--- config.mk ---
export PLATFORM = sky130hd
export DESIGN_NAME = car_collision
export DESIGN_NICKNAME = d
export VERILOG_FILES = /design/src/rtl/car_collision.sv
export SDC_FILE = /design/constraint.sdc
export NUM_CORES = 1
export LEC_CHECK = 0
export BUFFER_PORTS_ARGS = -buffer_cell sky130_fd_sc_hd__buf_2
export CORE_ASPECT_RATIO = 1.75
export CORE_MARGIN = 10
export CORE_UTILIZATION = 28
export CTS_BUF_LIST = sky130_fd_sc_hd__clkbuf_4
export DETAILED_ROUTE_END_ITERATION = 8
export GPL_TIMING_DRIVEN = 0
export PLACE_DENSITY_LB_ADDON = 0.2
export SYNTH_ARGS = -nofsm -noshare
export SYNTH_HDL_FRONTEND = slang
export SYNTH_SLANG_ARGS = --single-unit
--- constraint.sdc ---
create_clock -name CLK -period 4.9 [get_ports CLK]
set_input_delay 0.49 -clock CLK [delete_from_list [all_inputs] [get_ports CLK]]
set_output_delay 0.49 -clock CLK [all_outputs]
set_load 0.005 [all_outputs]
--- src/rtl/car_collision.sv ---
// Frog/car collision detector with life counter, respawn hold window and game-over FSM.
// Optional build macro CAR_COLLISION_LANE_EN adds the hit_lane output.
module car_collision #(
    parameter int CAR_W       = 32,
    parameter int FROG_W      = 32,
    parameter int LANE_Y0     = 96,
    parameter int LANE_H      = 32,
    parameter int LIVES_INIT  = 3,
    parameter int HOLD_CYCLES = 25000000
) (
    input  logic       CLK,
    input  logic       RST,
    input  logic [9:0] frog_x,
    input  logic [9:0] frog_y,
    input  logic [9:0] car_x1,
    input  logic [9:0] car_x2,
    input  logic [9:0] car_x3,
    input  logic [9:0] car_x4,
    input  logic [9:0] car_x5,
    input  logic [9:0] car_x6,
    input  logic [9:0] car_x7,
    input  logic [9:0] car_x8,
    input  logic       restart,
    output logic       hit,
    output logic [1:0] lives,
    output logic       respawn,
    output logic       game_over,
`ifdef CAR_COLLISION_LANE_EN
    output logic [2:0] hit_lane,
`endif
    output logic [1:0] state_dbg
);

    typedef enum logic [1:0] {
        ALIVE = 2'd0,
        HOLD  = 2'd1,
        OVER  = 2'd2
    } state_t;

    localparam int CW = (HOLD_CYCLES > 1) ? $clog2(HOLD_CYCLES) : 1;
    localparam logic [CW-1:0] HOLD_LAST = CW'(HOLD_CYCLES - 1);

    state_t        state_q, state_d;
    logic [1:0]    lives_q, lives_d;
    logic [CW-1:0] cnt_q, cnt_d;
    logic          col_q, col_d;

    logic [9:0] cars [8];
    logic       lane_hit;
    logic [2:0] lane_idx;
    logic [9:0] car_sel;
    logic [9:0] d1, d2;
    logic       overlap;

    assign cars = '{car_x1, car_x2, car_x3, car_x4, car_x5, car_x6, car_x7, car_x8};

    // Lane decode by range compare; rows outside the eight lanes never collide.
    always_comb begin
        lane_hit = 1'b0;
        lane_idx = 3'd0;
        for (int i = 0; i < 8; i++) begin
            if (({22'd0, frog_y} >= LANE_Y0 + i * LANE_H) &&
                ({22'd0, frog_y} <  LANE_Y0 + (i + 1) * LANE_H)) begin
                lane_hit = 1'b1;
                lane_idx = 3'(i);
            end
        end
    end

    // 10-bit wrapping distances handle cars straddling the 1023->0 seam for free.
    assign car_sel = cars[lane_idx];
    assign d1      = frog_x - car_sel;
    assign d2      = car_sel - frog_x;
    assign overlap = lane_hit && (({22'd0, d1} < CAR_W) || ({22'd0, d2} < FROG_W));

    always_comb begin
        state_d   = state_q;
        lives_d   = lives_q;
        cnt_d     = cnt_q;
        col_d     = overlap;
        hit       = 1'b0;
        respawn   = 1'b0;
        game_over = 1'b0;
        case (state_q)
            ALIVE: begin
                if (col_q && (lives_q != 2'd0)) begin
                    hit     = 1'b1;
                    lives_d = lives_q - 2'd1;
                    cnt_d   = '0;
                    state_d = (lives_q > 2'd1) ? HOLD : OVER;
                end
            end
            HOLD: begin
                respawn = 1'b1;
                if (cnt_q == HOLD_LAST) begin
                    cnt_d   = '0;
                    col_d   = 1'b0;
                    state_d = ALIVE;
                end else begin
                    cnt_d = cnt_q + 1'b1;
                end
            end
            OVER: begin
                game_over = 1'b1;
                lives_d   = 2'd0;
            end
            default: state_d = ALIVE;
        endcase
        // A new-game request beats any collision seen in the same cycle.
        if (restart) begin
            hit     = 1'b0;
            state_d = ALIVE;
            lives_d = 2'(LIVES_INIT);
            cnt_d   = '0;
            col_d   = 1'b0;
        end
    end

    always_ff @(posedge CLK) begin
        if (RST) begin
            state_q <= ALIVE;
            lives_q <= 2'(LIVES_INIT);
            cnt_q   <= '0;
            col_q   <= 1'b0;
        end else begin
            state_q <= state_d;
            lives_q <= lives_d;
            cnt_q   <= cnt_d;
            col_q   <= col_d;
        end
    end

    assign lives     = lives_q;
    assign state_dbg = state_q;

`ifdef CAR_COLLISION_LANE_EN
    logic [2:0] col_lane_q;
    logic [2:0] hit_lane_q;

    // The lane travels with the registered flag so it matches the hit it explains.
    always_ff @(posedge CLK) begin
        col_lane_q <= lane_idx;
        if (RST || restart) begin
            hit_lane_q <= 3'd0;
        end else if (hit) begin
            hit_lane_q <= col_lane_q;
        end
    end

    assign hit_lane = hit ? col_lane_q : hit_lane_q;
`endif

endmodule

==> results.cfg <==
[route]
drt_iter0_markers = 93
dr.pass1.iters = 5
wirelength_um = 10950
ant_nets = 0
viasPerCell = 5.067
vias = 3653
drc = 0
wl_per_cell_um = 15.19

[global_routing]
grt_max_degree = 11
grt_pass1_wl_um = 17770
grt_usage = 0.1331
grt_pass1_vias = 3796
grt_overflow = 0
antenna_found_initial = 0

[sta]
fin_setup_tns_ns = 0
finalSetupViolCount = 0
hold_viol_final = 0
slew_headroom = 0.5236
finalCritPeriodShare = 0.8548
tightest_slew_ns = 0.7072
slew_violations = 0
min_period_ns = 4.188
fin_ws_ns = 0.7116
clock.fmax_mhz = 238.8
rsz0062_at_grt = false
fin_skew_ns = 0.01297

[worst_setup_path]
critPathKind = input port to flip-flop
worstSetupEndpointType = flip-flop
crit_path_start_kind = input port
crit_top_cell = clkbuf_1
critPathMaxStageDelay_ns = 0.44
cp_data_arrival_time_ns = 4.43
rr_worst_depth = 9
r2r-start = cnt_q[11]
path_max_fanout = 10
r2r_end = cnt_q[4]
reg2reg_slack_ns = 2.18
cp_cell_sequence = buf_2 > xnor2_1 > or2_1 > buf_2 > nand2b_1 > clkbuf_1 > clkbuf_1 > nand3_1 > nand3_1 > nand2_1 > ha_1 > clkbuf_1 > and3_1 > nand2_1 > o21ai_0 > mux2i_1 > nor3_1 > a41o_1
crit_required_ns = 5.14
slowest_stage = xnor2_1

[clocking]
ctsResizeCount = 0
cts_setup_buffers = 0
cts-buffers-inserted = 5
postCtsHoldBufs = 0
clockRootBuffer = clkbuf_4
path_clk_slew_ns = 0.10
cts_buffer_depth = 2
cts_num_sinks = 30
cts_tree = yes
clock_latency_ns = 0.35
cts_max_level = 2

[layout]
fillers = 1235
regArea_um2 = 600.6
num-nets-final = 710
multi_input_area_um2 = 2301
postLayoutCoreUtil = 0.3512
drive_gt1_frac = 0.2156
diodes = 0
synthToLayoutAreaGrowth_pct = 24.31

[place]
place.gp.congestion = 0.9199
post-place-ws_ns = 0.3483
dpl.hpwl_um = 9355
io_buffers = 103

[die]
coreArea_um2 = 11040
die_area_um2 = 15930
ios = 110
chipWidth_um = 99.79
die-height_um = 159.6
start_util = 0.2826
rows = 51

[synth]
synth_cells = 478
synth.distinct_cells = 60
synth_edf_count = 0
synth-main-ff-cell = dfxtp_1
async_flop_share = 0
yosysSeqAreaShare = 0.1925
syn_area_per_cell_um2 = 6.526
yosysWarnings = 0
synth_fp_nets = 600
syn_area_um2 = 3119
ys_ff_latch = 30

[power]
ir_worst_vdd_mv = 0.1168
p_int_uw = 477.8
pwr-share-seq = 0.331
p_clk_frac = 0.268
p_switching_uw = 259.4
p_leak_uw = 0.001800
combPwrFrac = 0.401
p_total_uw = 737.2
p_sw_frac = 0.3519
p_per_area_nw_per_um2 = 190.1

[hold_path]
holdPathStages = 3
holdCritPathClass = input port to flip-flop
min_delay_worst_endpoint = lives[1]
hp-start = RST

[run_status]
status = completed

[flow_run]
maxCapViolations = 0
layout by cell type (no fill, tap or decap), types with 3 or more instances in the layout:
master,instances
clkbuf_4,6
nor4_1,5
o21ai_0,18
nor2_1,53
xor2_1,7
inv_1,28
clkbuf_1,21
dfxtp_1,30
xnor2_1,7
nand2b_1,6
nand2_1,93
nand3_1,62
o211ai_1,3
a21oi_1,25
a21boi_0,3
a21o_1,4
ha_1,19
buf_2,106
nor3_1,7
and3_1,10
a2bb2oi_1,3
nor2b_1,5
and2_1,3
a311oi_1,3
or3_1,6
mux2i_1,5
a31oi_1,3
nand4_1,6
worst max-delay path by stage:
stage / from / end / slack [ns] / depth (start not counted)
2_1_floorplan: frog_y[9] / col_q / 1.32 / 16
3_3_place_gp: frog_y[8] / col_q / 0.39 / 17
3_5_place_dp: frog_y[8] / col_q / 0.35 / 17
4_1_cts: frog_y[8] / col_q / 0.73 / 18
5_1_grt: frog_y[8] / col_q / 0.36 / 18
6_report: frog_y[8] / col_q / 0.71 / 18
power groups by stage:
stage / clock network, uW / logic, uW / registers (uW)
after global placement: 0 / 293 / 250
after floorplan: 0 / 199 / 250
after detailed placement: 0 / 297 / 250
after CTS: 208 / 298 / 244
final: 198 / 295 / 244
after global routing: 217 / 330 / 244
final cells by class:
type,instances,share of cell area
Multi-Input combinational cell,394,0.5934
Inverter,28,0.02711
Buffer,26,0.02904
Clock inverter,3,0.01033
Timing Repair Buffer,103,0.1329
Tap cell,132,0.04259
Clock buffer,5,0.009681
Sequential cell,30,0.1549
layer usage:
metal  vias up  track usage  share of wire
li1       1876            -              -
met1      1624       0.1261           0.36
met2       130       0.2475           0.52
met3        23      0.04320          0.078
met4         0      0.05955          0.037
met5         -            0              0
cell usage after synthesis (all sizes together), types with 3 or more instances:
library cell,n,share of area
clkbuf,22,0.028
buf,4,0.0084
a311oi,3,0.0084
a21o,4,0.0096
nand4,6,0.012
nor2b,5,0.010
a21oi,26,0.043
a21boi,4,0.0096
nand3,62,0.099
a31oi,3,0.0060
o21ai,20,0.032
mux2i,5,0.016
a2bb2oi,3,0.0084
or3,6,0.012
o211ai,3,0.0072
and2,3,0.0060
dfxtp,30,0.19
nand2,93,0.11
nor2,53,0.064
and3,10,0.020
nor4,5,0.010
xor2,7,0.020
xnor2,8,0.028
inv,28,0.034
nor3,7,0.011
ha,19,0.076
nand2b,6,0.012
critical path: cells and delay by family:
kind	cells	cell delay, ns
compound gates	2	0.49
xor+xnor	1	0.44
buf+inv	5	1.29
mux	1	0.23
simple gates	8	1.21
fa+ha+maj	1	0.28
registers in the layout, summed over array words and instances (netlist names):
name / cells
cnt_q: 25
col_q: 1
lives: 2
state_dbg: 2
cell families after synthesis:
| kind of cell | Yosys count | share of synthesized area |
|---|---|---|
| xor gates and xnor gates | 15 | 0.04814 |
| adders and majority gates | 19 | 0.07621 |
| muxes | 6 | 0.01966 |
| AOI/OAI and AO/OA | 88 | 0.1990 |
| and+or+nand+nor | 266 | 0.3947 |
| buffers and inverters | 54 | 0.06980 |
| DFF | 30 | 0.1925 |
stage by stage:
| stage | std cells | instance area, um2 | hold WS (ns) |
|---|---|---|---|
| after floorplan | 478 | 3119 | 0.4581 |
| after global placement | 713 | 3800 | 0.4726 |
| after detailed placement | 713 | 3800 | 0.4841 |
| after CTS | 721 | 3877 | 0.3921 |
| after global routing | 721 | 3877 | 0.4223 |
| final | 721 | 3877 | 0.4052 |
Power figures use the tool's default switching activity.
